--- config.mk ---
export PLATFORM = sky130hd
export DESIGN_NAME = sdram_port_arbiter
export DESIGN_NICKNAME = d
export VERILOG_FILES = /design/src/rtl/sdram_port_arbiter.sv
export SDC_FILE = /design/constraint.sdc
export NUM_CORES = 1
export LEC_CHECK = 0
export ABC_AREA = 1
export BUFFER_PORTS_ARGS = -buffer_cell sky130_fd_sc_hd__buf_2
export CAP_MARGIN = 10
export CORE_UTILIZATION = 33
export CTS_BUF_LIST = sky130_fd_sc_hd__clkbuf_16
export DETAILED_ROUTE_END_ITERATION = 6
export SLEW_MARGIN = 10
export SYNTH_ARGS = -nofsm -noshare
export SYNTH_HDL_FRONTEND = slang
export SYNTH_SLANG_ARGS = --single-unit
--- constraint.sdc ---
create_clock -name clk -period 3.3 [get_ports clk]
set_input_delay 0.165 -clock clk [delete_from_list [all_inputs] [get_ports clk]]
set_output_delay 0.165 -clock clk [all_outputs]
set_load 0.1 [all_outputs]
--- src/rtl/sdram_port_arbiter.sv ---
// sdram_port_arbiter
//
// Lets two requesters share the single byte-wide sdram port, one complete access per slot.
//   Port 0 is the ROM/cartridge download writer. It has the highest priority.
//   Port 1 is the CPU external-RAM / ROM-pack path.
// Each access holds mem_addr, mem_din, mem_we and mem_oe stable for CYCLE_LEN clocks.
// The winner then gets a one-cycle ack. Port 1 read data is captured into p1_dout.
//
// Ports
//   clk, reset           ram clock; asynchronous active-high reset
//   p0_req/addr/din      download write request (level), held until p0_ack
//   p0_ack               one-cycle pulse when the p0 access completes
//   p1_req/we/addr/din   CPU request (level); p1_we=1 write, 0 read
//   p1_dout              last p1 read data, valid from p1_ack onward
//   p1_ack               one-cycle pulse when the p1 access completes
//   mem_addr/din/we/oe   to the sdram controller
//   mem_dout             from the sdram controller
//   busy                 high while an access is in flight (ISSUE or DONE)
//
// Optional feature: define SDRAM_ARB_ROMPACK_PROTECT_EN to turn p1 writes
// into the cartridge area (p1_addr[15:14]==2'b11) into no-op slots that still ack.

module sdram_port_arbiter #(
    parameter int ADDR_W     = 25,
    parameter int DATA_W     = 8,
    parameter int CYCLE_LEN  = 8,
    parameter int MAX_P0_RUN = 4
) (
    input  logic              clk,
    input  logic              reset,
    input  logic              p0_req,
    input  logic [ADDR_W-1:0] p0_addr,
    input  logic [DATA_W-1:0] p0_din,
    output logic              p0_ack,
    input  logic              p1_req,
    input  logic              p1_we,
    input  logic [ADDR_W-1:0] p1_addr,
    input  logic [DATA_W-1:0] p1_din,
    output logic [DATA_W-1:0] p1_dout,
    output logic              p1_ack,
    output logic [ADDR_W-1:0] mem_addr,
    output logic [DATA_W-1:0] mem_din,
    output logic              mem_we,
    output logic              mem_oe,
    input  logic [DATA_W-1:0] mem_dout,
    output logic              busy
);

    typedef enum logic [1:0] {IDLE, ISSUE, DONE} state_t;

    localparam logic [7:0] LAST_CNT  = 8'(CYCLE_LEN - 1);
    localparam logic [3:0] RUN_LIMIT = 4'(MAX_P0_RUN);

    state_t     state;
    logic [7:0] cnt;
    logic [3:0] run;
    logic       grant_p1;
    logic       p1_read;
    logic       pick_p1;
    logic       p1_write_blocked;

    // p0 keeps priority until it has been granted MAX_P0_RUN slots in a row while p1 waited.
    assign pick_p1 = p1_req && (!p0_req || run == RUN_LIMIT);

`ifdef SDRAM_ARB_ROMPACK_PROTECT_EN
    // A write into the cartridge window still takes a full slot, but it never strobes we.
    assign p1_write_blocked = (p1_addr[15:14] == 2'b11);
`else
    assign p1_write_blocked = 1'b0;
`endif

    // Runs one access per slot. Requests are sampled only in IDLE, so a requester that
    // still holds req while DONE is being acked cannot get a duplicate grant.
    // Reset drops we/oe at once and abandons any partial slot.
    always_ff @(posedge clk or posedge reset) begin
        if (reset) begin
            state    <= IDLE;
            cnt      <= '0;
            run      <= '0;
            grant_p1 <= 1'b0;
            p1_read  <= 1'b0;
            mem_addr <= '0;
            mem_din  <= '0;
            mem_we   <= 1'b0;
            mem_oe   <= 1'b0;
            p0_ack   <= 1'b0;
            p1_ack   <= 1'b0;
            p1_dout  <= '0;
            busy     <= 1'b0;
        end else begin
            case (state)
                IDLE: begin
                    p0_ack <= 1'b0;
                    p1_ack <= 1'b0;
                    if (p0_req || p1_req) begin
                        state    <= ISSUE;
                        cnt      <= '0;
                        busy     <= 1'b1;
                        grant_p1 <= pick_p1;
                        if (pick_p1) begin
                            mem_addr <= p1_addr;
                            mem_din  <= p1_din;
                            mem_we   <= p1_we && !p1_write_blocked;
                            mem_oe   <= !p1_we;
                            p1_read  <= !p1_we;
                            run      <= '0;
                        end else begin
                            mem_addr <= p0_addr;
                            mem_din  <= p0_din;
                            mem_we   <= 1'b1;
                            mem_oe   <= 1'b0;
                            p1_read  <= 1'b0;
                            // The run count only grows while p1 is actually waiting. It
                            // saturates at the limit.
                            if (p1_req && run < RUN_LIMIT) begin
                                run <= run + 4'd1;
                            end
                        end
                    end
                end
                ISSUE: begin
                    cnt <= cnt + 8'd1;
                    if (cnt == LAST_CNT) begin
                        state  <= DONE;
                        mem_we <= 1'b0;
                        mem_oe <= 1'b0;
                        if (p1_read) begin
                            p1_dout <= mem_dout;
                        end
                        if (grant_p1) begin
                            p1_ack <= 1'b1;
                        end else begin
                            p0_ack <= 1'b1;
                        end
                    end
                end
                DONE: begin
                    p0_ack <= 1'b0;
                    p1_ack <= 1'b0;
                    busy   <= 1'b0;
                    state  <= IDLE;
                end
                default: begin
                    state <= IDLE;
                end
            endcase
        end
    end

endmodule

# After elaboration in Yosys (flattened, before gate mapping)
# Cells that the tools add are included.
# word_totals
regBits	62
latch_bits	0
ramBits	0
rom_bits	0
input_bits	79
out_inout_bits	46
word_cells	69
mem_count	0
# classes
add_sub_neg	2
n_mul	0
div	0
magnitude_cmp	1
eq_ne	8
n_shift	0
n_mux	24
bitwise	0
n_reduce_logical	21
# op_table
cell	count
$mux 25	1
$mux 8	2
$pmux 8 s2	1
$reduce_and 3->1	5
$mux 1	10
$pmux 1 s2	5
$add 8x1->8 const B	1
$eq 8x3->1 const B	1
$mux 4	2
$ne 2x2->1 const B	4
$reduce_and 2->1	4
$reduce_bool 2->1	4
$add 4x1->4 const B	1
$eq 4x3->1 const B	1
$lt 4x3->1 const B	1
$mux 2	2
$pmux 2 s2	1
$eq 2x1->1 const B	1
$eq 2x2->1 const B	1
$logic_and 1x1->1	2
$logic_not 1->1	2
$logic_not 2->1	1
$logic_or 1x1->1	2
$reduce_or 2->1	1

# Depth between registers and ports, before layout
# Gate-level depths: netlist of run 1.
# logic_depth
word_depth	6
depth_mapped	10
ltp_nobuf	8

# Least setup slack after synthesis of run 1
# OpenSTA, ideal clock, no wires.
# synth_timing
path_type	reg2reg
startpoint	register run[0]
endpoint	register mem_addr[10]
setup_ns	0.120
t_arrival_ns	1.271
t_required_ns	3.180
slack_ns	1.909
stages_incl_launch_ff	10
n_path_buf	1
period_less_slack_ns	1.391
path_cell_list	dfrtp_1 > inv_1 > ha_1 > nand3_2 > nand2_2 > nand2_2 > clkbuf_1 > nand2_1 > nand3_1 > nand2_1
# synth_between
elab_chain_cells	4
# synth_lines
element	line	rtl
start, declared	56	logic [3:0] run;
start signal, assigned	116	run <= run + 4'd1;
$eq 4x3->1	63	assign pick_p1 = p1_req && (!p0_req || run == RUN_LIMIT);
$logic_or 1x1->1	63	
$logic_and 1x1->1	63	
$mux 25	100	if (pick_p1) begin
end signal, assigned	101	mem_addr <= p1_addr;
end signal, assigned	108	mem_addr <= p0_addr;
end, declared	41	output logic [ADDR_W-1:0] mem_addr,
# Every way passes these cells.
# A chain may end at the register's enable or synchronous reset.

# Final worst setup path of run 1
# layout_timing
startpoint	register run[0]
endpoint	register mem_addr[6]
# The elaborated chain is that of the path after synthesis.

==> summary.txt, run 1 <==
Yosys
  – Synth area leader: dfrtp_1
  – Ys Warns: 0
  – Post-synth ARST share: 100.0%
  – Top_reg_cell synth: dfrtp_1
  – Mapped cell area: roughly 0.0032 mm^2
  – Most frequent cell after synthesis: nand2_1
  – Syn_area_per_cell: 7.274 um^2
  – Commonest cells post-synth: nand2_1 (153), inv_1 (80), nand3_1 (77)
  – Post-Syn Nets: around 530
  – Seq/Total Area, Yosys: 47.82%
  – Largest cells by area after synthesis: dfrtp_1 (48%), nand2_1 (18%), nand3_1 (12%)
  – FF+latch count, synth: 62
  – Post-synth cell types: 24
  – Yosys top cell area share: 47.82%
  – Synth Instances: 446
  – Post-synth EDFFs: 0

Timing
  – Setup violations, final: 0
  – Rel. slew slack: 40.72%
  – Slew Viols, Final: 0
  – Final WS setup: 1509 ps
  – Least-Margin Pin Slew: roughly 900 ps
  – RSZ-0062 raised after global routing: false
  – Setup TNS: 0 ps
  – Final period util: 54.26%
  – Setup Skew: 6.049 ps
  – Max Fclk: 0.5585 GHz
  – Fin. Hold Viols: 0
  – Hold_ws: 33.15 ps
  – Min Clock Period, post-route: 1791 ps

Layout
  – # nets final: 646
  – Number of fill cells: just over 1000
  – Area of the multi-input gates: roughly 0.0013 mm^2
  – Final Instance Count excl. Fillers: 698
  – Layout area overhead: 31.43%
  – Share of layout cells above drive strength 1: 26.71%
  – Diode count: 0
  – Fin util: 45.50%
  – Fin area: 0.004264 mm^2
  – Sequential cell area: 0.001551 mm^2

Critical path
  – Buf/Inv on CP: 1
  – Crit. End Element: flip-flop
  – CP Class: reg2reg
  – Crit-path leading delay family: simple AND/OR/NAND/NOR gates
  – WP depth: 8
  – Slowest cell delay on critical path: 550 ps
  – Startpoint types: flip-flop
  – Crit Path Max Fanout: 39
  – CP Data Arrival Time: around 2000 ps
  – Data required time of the worst path: 3510 ps
  – Crit-path cells: inv_1, ha_1, nand3_2, nand2_2, nand2_2, nand2_1, nand3_1, nand2_1
  – Reg2Reg Depth: 8
  – Slowest cell on crit path: nand2_2

Power
  – Power share of the combinational group: approximately 6.4%
  – Overall power: 1.897 mW
  – PwrDens: about 440 mW/mm^2
  – Sw frac: 22.25%
  – Clock Power Share: 53.5%
  – Internal Pwr Total: ~1.5 mW
  – Flop pwr share: 40.1%
  – Net switching power: approximately 0.42 mW
  – Worst vdd ir: 192.9 uV
  – Leak pwr: approximately 2.6 nW

Global route
  – GR Overflow Total: 0
  – Number of global-route vias before repair: 2894
  – First-pass GRT wire length: 13.36 mm
  – Largest net degree at the start of global routing: between 40 and 50
  – Initial antenna violation count: 0
  – Overall global routing resource usage: roughly 17%

Die
  – Chip height: 101.2 um
  – Io pins: 125
  – Die X: 101.2 um
  – Die Area: 0.01023 mm^2
  – Initial Utilization: roughly 35%
  – Row cnt: 35
  – Core area: about 0.0094 mm^2

CTS
  – Clock slew at reported path FFs: 60 ps
  – CTS Buf Count: 9
  – Htree depth: 3
  – Post-CTS setup buffers: 0
  – CTS tree: done
  – Clk Latency, worst-skew pair: 320 ps
  – Bufs on Longest Clock Path: 2
  – CTS Sinks: 62
  – Post-cts resize count: 0
  – CTS root buffer: clkbuf_16
  – Post-CTS Hold Buffers: 0

Route
  – Drt initial violations: 126
  – Total number of vias: 3171
  – WL final: 8.235 mm
  – Routed vias/inst: 4.543
  – WL per Instance: 11.80 um
  – Residual DRC: 0
  – Antenna Violating Nets Remaining: 0
  – Drt pass-1 iters: 4

Run status
  – Status: complete, no violations

Placed design
  – DP HPWL: 5.728 mm
  – Post-placement setup slack: 1297 ps
  – Buffers added on ports: 124
  – Gpl congestion: approximately 0.82
  – Area post-placement: 0.003940 mm^2
  – Cell count after placement: ~680

Run
  – Maxcap violations: 0

Hold path
  – HP Class: in2async
per-layer routing:
metal  vias to the layer above  part of all wire [%]  global-route usage [%]
met5                         -                     0                       0
met4                         0                   1.1                   5.686
met1                      1444                    45                   21.22
li1                       1608                     -                       -
met3                         8                   7.5                   5.107
met2                       111                    46                   27.68
state kept, by name, summed over array words and instances, names as in the netlist, 2 cells and up:
name	count
cnt	8
mem_addr	25
mem_din	8
p1_dout	8
run	4
state	2
layout by cell type (no fill, tap or decap), types with 3 or more instances in the layout:
| master | synthesis | layout |
|---|---|---|
| clkinv_4 | 0 | 3 |
| nand4_1 | 12 | 12 |
| o21ai_0 | 8 | 8 |
| clkbuf_16 | 0 | 9 |
| ha_1 | 3 | 3 |
| nor2_1 | 13 | 13 |
| nand3_1 | 77 | 77 |
| nand2_1 | 153 | 153 |
| inv_1 | 80 | 79 |
| buf_4 | 3 | 5 |
| dfrtp_1 | 62 | 62 |
| a21oi_1 | 3 | 3 |
| buf_2 | 12 | 124 |
power groups by stage:
stage / combinational [mW] / clock (mW) / sequential (mW)
floorplan: 0.0657 / 0 / 0.774
global placement: 0.123 / 0 / 0.774
detailed placement: 0.125 / 0 / 0.774
CTS: 0.125 / 1.03 / 0.761
global route: 0.140 / 1.06 / 0.760
finish: 0.122 / 1.01 / 0.761
logic make-up (layout without fill, tap and decap cells):
family,count (synthesis),after routing,synth area share [%]
AO/OA/AOI/OAI,16,16,2.931
XOR/XNOR,1,1,0.2700
adder cells (fa/ha/maj),3,3,1.157
buffers and inverters,103,226,13.19
flip-flops,62,62,47.82
AND/OR/NAND/NOR,261,261,34.63
cell type report:
| cell class | count | area share [%] |
|---|---|---|
| repair buffers | 129 | 15.43 |
| multi-input cells | 281 | 29.67 |
| inverters | 81 | 7.130 |
| clock buffers | 9 | 5.282 |
| well taps | 129 | 3.785 |
| flip-flops and latches | 62 | 36.39 |
| clock inverters | 7 | 2.318 |
path summary, 6_finish.rpt:
check / startpoint / endpoint / slack (ps)
worst max-delay path: run[0] / mem_addr[6] / 1510
worst min-delay path: reset / mem_addr[6] / 30
worst max register to register: run[0] / mem_addr[6] / 1510
worst min register to register: p1_dout[0] / p1_dout[0] / 470
max in group asynchronous: reset / state[0] / 2460
min in group clk: p1_we / mem_we / 100
Power figures use the tool's default switching activity.
==> inputs of run 2 (changes only) <==
--- a/config.mk
+++ b/config.mk
@@ -5,7 +5,7 @@
 export SDC_FILE = /design/constraint.sdc
 export NUM_CORES = 1
 export LEC_CHECK = 0
-export ABC_AREA = 1
+export ABC_AREA = 0
 export BUFFER_PORTS_ARGS = -buffer_cell sky130_fd_sc_hd__buf_2
 export CAP_MARGIN = 10
 export CORE_UTILIZATION = 33
==> constraint.sdc (replaced) <==
create_clock -name clk -period 1.7 [get_ports clk]
set_input_delay 0.085 -clock clk [delete_from_list [all_inputs] [get_ports clk]]
set_output_delay 0.085 -clock clk [all_outputs]
set_load 0.1 [all_outputs]
==> summary.txt, run 2 <==
Die
  – Chip height: 93.87 um (was 101.2 um)
  – Io pins: 125 (unchanged)
  – Initial Utilization: 34.07% (was 34.62%)
  – Core area: 0.008175 mm^2 (was 0.009371 mm^2)
  – Row cnt: 33 (was 35)
  – Die X: 93.87 um (was 101.2 um)
  – Die Area: 0.008812 mm^2 (was 0.01023 mm^2)

Critical path
  – Crit. End Element: flip-flop (unchanged)
  – Slowest cell on crit path: or4_4 (was nand2_2)
  – FF-to-FF Start: cnt[7] (was run[0])
  – Reg2Reg Depth: 4 (was 8)
  – Crit-path cells: or4_4, nor3_4, nand3_4, mux2_4 (was inv_1, ha_1, nand3_2, nand2_2, nand2_2, nand2_1, nand3_1, nand2_1)
  – Worst reg2reg path endpoint: p1_dout[6] (was mem_addr[6])
  – Startpoint types: flip-flop (unchanged)
  – Slowest cell delay on critical path: 560 ps (was 550 ps)
  – Crit Path Max Fanout: 8 (was 39)
  – CP Class: reg2reg (unchanged)
  – Reg2reg setup slack: -70 ps (was 1510 ps)
  – CP Data Arrival Time: 1970 ps (was 2000 ps)
  – Data required time of the worst path: 1910 ps (was 3510 ps)

Power
  – Clock Power Share: 45.3% (was 53.5%)
  – Leak pwr: 2.331 nW (was 2.641 nW)
  – Sw frac: 23.37% (was 22.25%)
  – Internal Pwr Total: 2.598 mW (was 1.475 mW)
  – Power share of the combinational group: 10.7% (was 6.4%)
  – Net switching power: 0.7924 mW (was 0.4222 mW)
  – Flop pwr share: 44.0% (was 40.1%)
  – PwrDens: 787.1 mW/mm^2 (was 444.9 mW/mm^2)
  – Worst vdd ir: 391.0 uV (was 192.9 uV)

Placed design
  – DP HPWL: 5.048 mm (was 5.728 mm)
  – Gpl congestion: 0.7168 (was 0.8168)
  – Buffers added on ports: 124 (unchanged)
  – Post-placement setup slack: -29.10 ps (was 1297 ps)

Yosys
  – Ys Warns: 0 (unchanged)
  – Largest cells by area after synthesis: dfrtp_1 (56%), a21oi_1 (12%), nand2_1 (6.3%) (was dfrtp_1 (48%), nand2_1 (18%), nand3_1 (12%))
  – Synth area leader: dfrtp_1 (unchanged)
  – FF+latch count, synth: 62 (unchanged)
  – Syn_area_per_cell: 9.473 um^2 (was 7.274 um^2)
  – Yosys top cell area share: 55.71% (was 47.82%)
  – Mapped cell area: 0.002785 mm^2 (was 0.003244 mm^2)
  – Top_reg_cell synth: dfrtp_1 (unchanged)
  – Post-synth EDFFs: 0 (unchanged)
  – Most frequent cell after synthesis: a21oi_1 (was nand2_1)
  – Post-Syn Nets: 376 (was 528)
  – Seq/Total Area, Yosys: 55.71% (was 47.82%)
  – Post-synth ARST share: 100.0% (unchanged)
  – Commonest cells post-synth: a21oi_1 (67), dfrtp_1 (62), nand2_1 (47) (was nand2_1 (153), inv_1 (80), nand3_1 (77))
  – Post-synth cell types: 35 (was 24)
  – Synth Instances: 294 (was 446)

Run status
  – Violated checks: negative setup slack
  – Status: finished, violations left (was complete, no violations)

Layout
  – Layout area overhead: 54.67% (was 31.43%)
  – # nets final: 549 (was 646)
  – Commonest non-fill, non-tap cell in the layout: buf_2 (was nand2_1)
  – Top reg by flops: mem_addr (unchanged)
  – Diode count: 0 (unchanged)
  – Max reg flops: 25 (unchanged)
  – Share of layout cells above drive strength 1: 37.02% (was 26.71%)
  – Most frequent cells in the layout: buf_2 (124), a21oi_1 (67), dfrtp_1 (62) (was nand2_1 (153), buf_2 (124), inv_1 (79))

CTS
  – Clk Latency, worst-skew pair: 320 ps (about the same)
  – CTS root buffer: clkbuf_16 (unchanged)
  – Htree depth: 3 (unchanged)
  – CTS tree: done (unchanged)
  – Bufs on Longest Clock Path: 2 (unchanged)
  – Clock slew at reported path FFs: 50 ps (was 60 ps)
  – CTS Buf Count: 9 (unchanged)
  – CTS Sinks: 62 (unchanged)

Timing
  – Setup violations, final: 8 (was 0)
  – Setup TNS: -378.0 ps (was 0 ps)
  – Setup Skew: 5.543 ps (was 6.049 ps)
  – Slew Viols, Final: 0 (unchanged)
  – RSZ-0062 raised after global routing: true (was false)
  – Max Fclk: 0.5661 GHz (was 0.5585 GHz)
  – Least-Margin Pin Slew: 512.3 ps (was 887.9 ps)
  – Min Clock Period, post-route: 1767 ps (was 1791 ps)
  – Final WS setup: -66.62 ps (was 1509 ps)
  – Final period util: 103.9% (was 54.26%)
  – Fin. Hold Viols: 0 (unchanged)
  – Rel. slew slack: 66.08% (was 40.72%)

Global route
  – Initial antenna violation count: 0 (unchanged)
  – GR Overflow Total: 0 (unchanged)
  – First-pass GRT wire length: 12.51 mm (was 13.36 mm)
  – Largest net degree at the start of global routing: 35 (was 43)
  – Number of global-route vias before repair: 2702 (was 2894)
  – Overall global routing resource usage: 18.62% (was 16.87%)

Hold path
  – Hold path cells: 3
  – Worst Hold End: mem_din[6]
  – Hold_sp: p0_din[6]
  – HP Class: in2reg (was in2async)

Route
  – Drt pass-1 iters: 4 (unchanged)
  – WL final: 7.675 mm (was 8.235 mm)
  – Antenna Violating Nets Remaining: 0 (unchanged)
  – WL per Instance: 13.35 um (was 11.80 um)
  – Routed vias/inst: 4.779 (was 4.543)
  – Residual DRC: 0 (unchanged)
  – Total number of vias: 2748 (was 3171)
  – Drt initial violations: 104 (was 126)

Run
  – Maxcap violations: 0 (unchanged)
[run 2: cell types whose count changed after synthesis, sizes merged, moves of 3 or more]
cell	change
nand2	-108
inv	-75
nand3	-74
a21oi	+64
nor2	+26
buf	-15
mux2	+11
clkbuf	+10
nand4	-10
o21a	+4
mux2i	+3
[run 2: area by class of cell]
class / count / area, um^2
clock buffers: 9 / 225.2
clock inverters: 5 / 21.27
fillers: 757 / 3867
inverters: 6 / 22.52
multi-input cells: 209 / 1165
flip-flops and latches: 62 / 1551
well taps: 105 / 131.4
repair buffers: 179 / 1191
[run 2: worst max path at each step]
stage | from | to | slack (ps) | cells after the start
2_1_floorplan | run[0] | mem_addr[24] | 9 | 7
3_3_place_gp | cnt[7] | p1_dout[6] | 9 | 4
3_5_place_dp | cnt[7] | p1_dout[0] | -30 | 4
4_1_cts | cnt[7] | p1_dout[6] | -70 | 4
5_1_grt | cnt[7] | p1_dout[1] | -130 | 4
6_report | cnt[7] | p1_dout[6] | -70 | 4
[run 2: cells by family after synthesis]
group	synth area share [%]
buf+inv	3.234
fa+ha+maj	1.348
mux	5.930
simple gates	16.94
compound gates	16.85
flops	55.71
[run 2: stage by stage]
| stage | util (%) | hold slack (ps) | total power, mW | std cells | instance area [um^2] |
|---|---|---|---|---|---|
| 3_3_place_gp | 44.67 | 113.7 | 1.809 | 520 | 3652 |
| 3_5_place_dp | 44.67 | 118.5 | 1.812 | 520 | 3652 |
| 6_report | 52.69 | 6.139 | 3.391 | 575 | 4308 |
| 2_1_floorplan | - | 214.5 | 1.670 | 294 | 2785 |
| 4_1_cts | 52.43 | 0.7236 | 3.438 | 573 | 4287 |
| 5_1_grt | 52.69 | 6.260 | 3.540 | 575 | 4308 |
[run 2: power by group through the flow]
stage / Sequential (mW) / Clock [mW] / Combinational, mW
3_3_place_gp: 1.52 / 0 / 0.292
6_report: 1.49 / 1.54 / 0.361
4_1_cts: 1.49 / 1.58 / 0.363
5_1_grt: 1.49 / 1.66 / 0.393
2_1_floorplan: 1.59 / 0 / 0.0812
3_5_place_dp: 1.52 / 0 / 0.295
[run 2: metal layers]
metal | GRT usage [%] | routed length [um] | up-vias
met5 | 0 | 0 | -
met3 | 5.097 | 369 | 15
li1 | - | - | 1344
met4 | 8.718 | 141 | 0
met1 | 22.89 | 3387 | 1301
met2 | 30.23 | 3777 | 88
[run 2: what timing repair did]
action                                  in CTS  in global routing
endpoints found under the hold margin       55                  0
hold buffers                                38                  0
gates resized for setup                      0                  2
pin swaps                                    0                  1
setup buffers                                1                  2
endpoints found under the setup margin       8                 41
[run 2: critical path, delay by kind of cell, from the launching register on]
| family | cells | cell delay (ps) |
|---|---|---|
| and+or+nand+nor | 3 | 940 |
| DFF | 1 | 380 |
| muxes | 1 | 330 |
==> inputs of run 3 (changes only) <==
--- a/config.mk
+++ b/config.mk
@@ -11,6 +11,8 @@
 export CORE_UTILIZATION = 33
 export CTS_BUF_LIST = sky130_fd_sc_hd__clkbuf_16
 export DETAILED_ROUTE_END_ITERATION = 6
+export HOLD_SLACK_MARGIN = 0.06
+export PLACE_DENSITY_LB_ADDON = 0.15
 export SLEW_MARGIN = 10
 export SYNTH_ARGS = -nofsm -noshare
 export SYNTH_HDL_FRONTEND = slang
==> summary.txt, run 3 (synthesis results as in run 2) <==
Critical path
  – FF-to-FF Start: cnt[7] (unchanged)
  – Reg2reg setup slack: -60 ps (was -70 ps)
  – Crit Path Max Fanout: 8 (unchanged)
  – Worst reg2reg path endpoint: p1_dout[1] (was p1_dout[6])
  – Data required time of the worst path: 1910 ps (about the same)
  – Startpoint types: flip-flop (unchanged)
  – Reg2Reg Depth: 4 (unchanged)
  – Crit-path cells: or4_4, nor3_4, nand3_4, mux2_4 (unchanged)
  – CP Data Arrival Time: 1960 ps (was 1970 ps)
  – Slowest cell delay on critical path: 560 ps (about the same)
  – Crit-path leading delay family: simple AND/OR/NAND/NOR gates (unchanged)
  – CP Class: reg2reg (unchanged)
  – Buf/Inv on CP: 0 (unchanged)
  – Slowest cell on crit path: or4_4 (unchanged)
  – Crit. End Element: flip-flop (unchanged)

Layout
  – Commonest non-fill, non-tap cell in the layout: buf_2 (unchanged)
  – Share of layout cells above drive strength 1: 36.02% (was 37.02%)
  – Most frequent cells in the layout: buf_2 (124), dlygate4sd3_1 (64), a21oi_1 (63) (was buf_2 (124), a21oi_1 (67), dfrtp_1 (62))
  – Sequential cell area: 0.001551 mm^2 (unchanged)
  – # nets final: 574 (was 549)
  – Diode count: 0 (unchanged)
  – Top reg by flops: mem_addr (unchanged)
  – Number of fill cells: 711 (was 757)
  – Layout area overhead: 64.73% (was 54.67%)
  – Max reg flops: 25 (unchanged)
  – Area of the multi-input gates: 0.001180 mm^2 (was 0.001165 mm^2)

Global route
  – GR Overflow Total: 0 (unchanged)
  – First-pass GRT wire length: 12.86 mm (was 12.51 mm)
  – Number of global-route vias before repair: 2865 (was 2702)
  – Largest net degree at the start of global routing: 30 (was 35)
  – Overall global routing resource usage: 18.77% (was 18.62%)
  – Initial antenna violation count: 0 (unchanged)

CTS
  – CTS tree: done (unchanged)
  – Bufs on Longest Clock Path: 2 (unchanged)
  – CTS Sinks: 62 (unchanged)
  – CTS Buf Count: 9 (unchanged)
  – CTS root buffer: clkbuf_16 (unchanged)
  – Clk Latency, worst-skew pair: 320 ps (about the same)
  – Htree depth: 3 (unchanged)
  – Clock slew at reported path FFs: 50 ps (about the same)

Route
  – Residual DRC: 0 (unchanged)
  – Antenna Violating Nets Remaining: 0 (unchanged)
  – WL final: 7.997 mm (was 7.675 mm)
  – Total number of vias: 2869 (was 2748)
  – Drt pass-1 iters: 7 (was 4)
  – Routed vias/inst: 4.766 (was 4.779)
  – Drt initial violations: 136 (was 104)
  – WL per Instance: 13.28 um (was 13.35 um)

Timing
  – Fin. Hold Viols: 0 (unchanged)
  – Slew Viols, Final: 0 (unchanged)
  – Rel. slew slack: 63.35% (was 66.08%)
  – Min Clock Period, post-route: 1757 ps (was 1767 ps)
  – Setup violations, final: 8 (unchanged)
  – Setup Skew: 6.032 ps (was 5.543 ps)
  – Final period util: 103.4% (was 103.9%)
  – Least-Margin Pin Slew: 549.0 ps (was 512.3 ps)
  – Hold_ws: 67.46 ps (was 6.139 ps)
  – RSZ-0062 raised after global routing: true (unchanged)
  – Max Fclk: 0.5691 GHz (was 0.5661 GHz)
  – Final WS setup: -57.27 ps (was -66.62 ps)
  – Setup TNS: -319.9 ps (was -378.0 ps)

Power
  – Overall power: 3.633 mW (was 3.391 mW)
  – PwrDens: 791.8 mW/mm^2 (was 787.1 mW/mm^2)
  – Leak pwr: 2.441 nW (was 2.331 nW)
  – Worst vdd ir: 473.7 uV (was 391.0 uV)

Die
  – Chip height: 93.87 um (unchanged)
  – Initial Utilization: 34.07% (unchanged)
  – Die X: 93.87 um (unchanged)
  – Io pins: 125 (unchanged)
  – Die Area: 0.008812 mm^2 (unchanged)
  – Row cnt: 33 (unchanged)
  – Core area: 0.008175 mm^2 (unchanged)

Run status
  – Violated checks: negative setup slack (unchanged)
  – Status: finished, violations left (unchanged)

Placed design
  – Gpl congestion: 0.7038 (was 0.7168)
  – Buffers added on ports: 124 (unchanged)
  – DP HPWL: 5.020 mm (was 5.048 mm)

Hold path
  – Hold_sp: p1_din[0] (was p0_din[6])
  – HP Class: in2reg (unchanged)
  – Worst Hold End: mem_din[0] (was mem_din[6])
  – Hold path cells: 3 (unchanged)

Run
  – Maxcap violations: 0 (unchanged)
## run 3: cell count changes in the layout (fill, tap and decap cells not counted)
| cell | change |
|---|---|
| dlygate4sd3_1 | +26 |
| a21oi_1 | -4 |
| a21oi_2 | +4 |
| buf_12 | -3 |
| buf_6 | +2 |
| buf_4 | -1 |
| buf_8 | +1 |
| bufinv_16 | +1 |
| clkinv_1 | +1 |
| clkinv_2 | +1 |
| inv_1 | -1 |
## run 3: where the power goes
group	switching, mW	internal (mW)
registers	0.00453	1.49
logic	0.205	0.205
clock network	0.622	1.11
## run 3: layout make-up
cell class / instances / area share (%)
sequential: 62 / 33.82
timing repair buffer: 204 / 30.98
multi-input combinational: 209 / 25.72
clock buffer: 9 / 4.909
tap: 105 / 2.863
clock inverter: 7 / 1.227
inverter: 6 / 0.4909
## run 3: how the worst max path moves through the flow
stage | start | to | slack [ps] | cells after the start
2_1_floorplan | run[0] | mem_addr[24] | 9 | 7
3_3_place_gp | cnt[7] | p1_dout[0] | -3 | 4
3_5_place_dp | cnt[7] | p1_dout[6] | -40 | 4
4_1_cts | cnt[7] | p1_dout[6] | -70 | 4
5_1_grt | cnt[7] | p1_dout[6] | -110 | 4
6_report | cnt[7] | p1_dout[1] | -60 | 4
## run 3: repair_timing
item | in CTS | in global routing
setup buffers | 0 | 2
endpoints found under the hold margin | 64 | 0
pin swaps | 0 | 1
hold buffers | 64 | 0
gates cloned | 0 | 0
gates resized for setup | 0 | 10
setup endpoints to repair | 8 | 44
## run 3: metal layers
layer / global-route usage (%) / part of all wire [%] / up-vias
met5: 0 / 0 / -
met4: 5.769 / 0.88 / 0
met3: 6.149 / 6.4 / 5
met2: 30.90 / 49 / 89
met1: 23.27 / 44 / 1381
li1: - / - / 1394
## run 3: worst min-delay path: cells and delay by family
kind	cells	cell delay (ps)
buffers and inverters	1	80
AO/OA/AOI/OAI	2	180
## run 3: stage by stage
stage	utilization (%)	instance area, um^2	setup slack (ps)	cells
after detailed placement	44.21	3615	-42.11	520
after floorplan	-	2785	8.730	294
after CTS	55.49	4537	-68.68	600
final	56.12	4588	-57.27	602
after global routing	56.12	4588	-114.7	602
after global placement	44.21	3615	-2.850	520
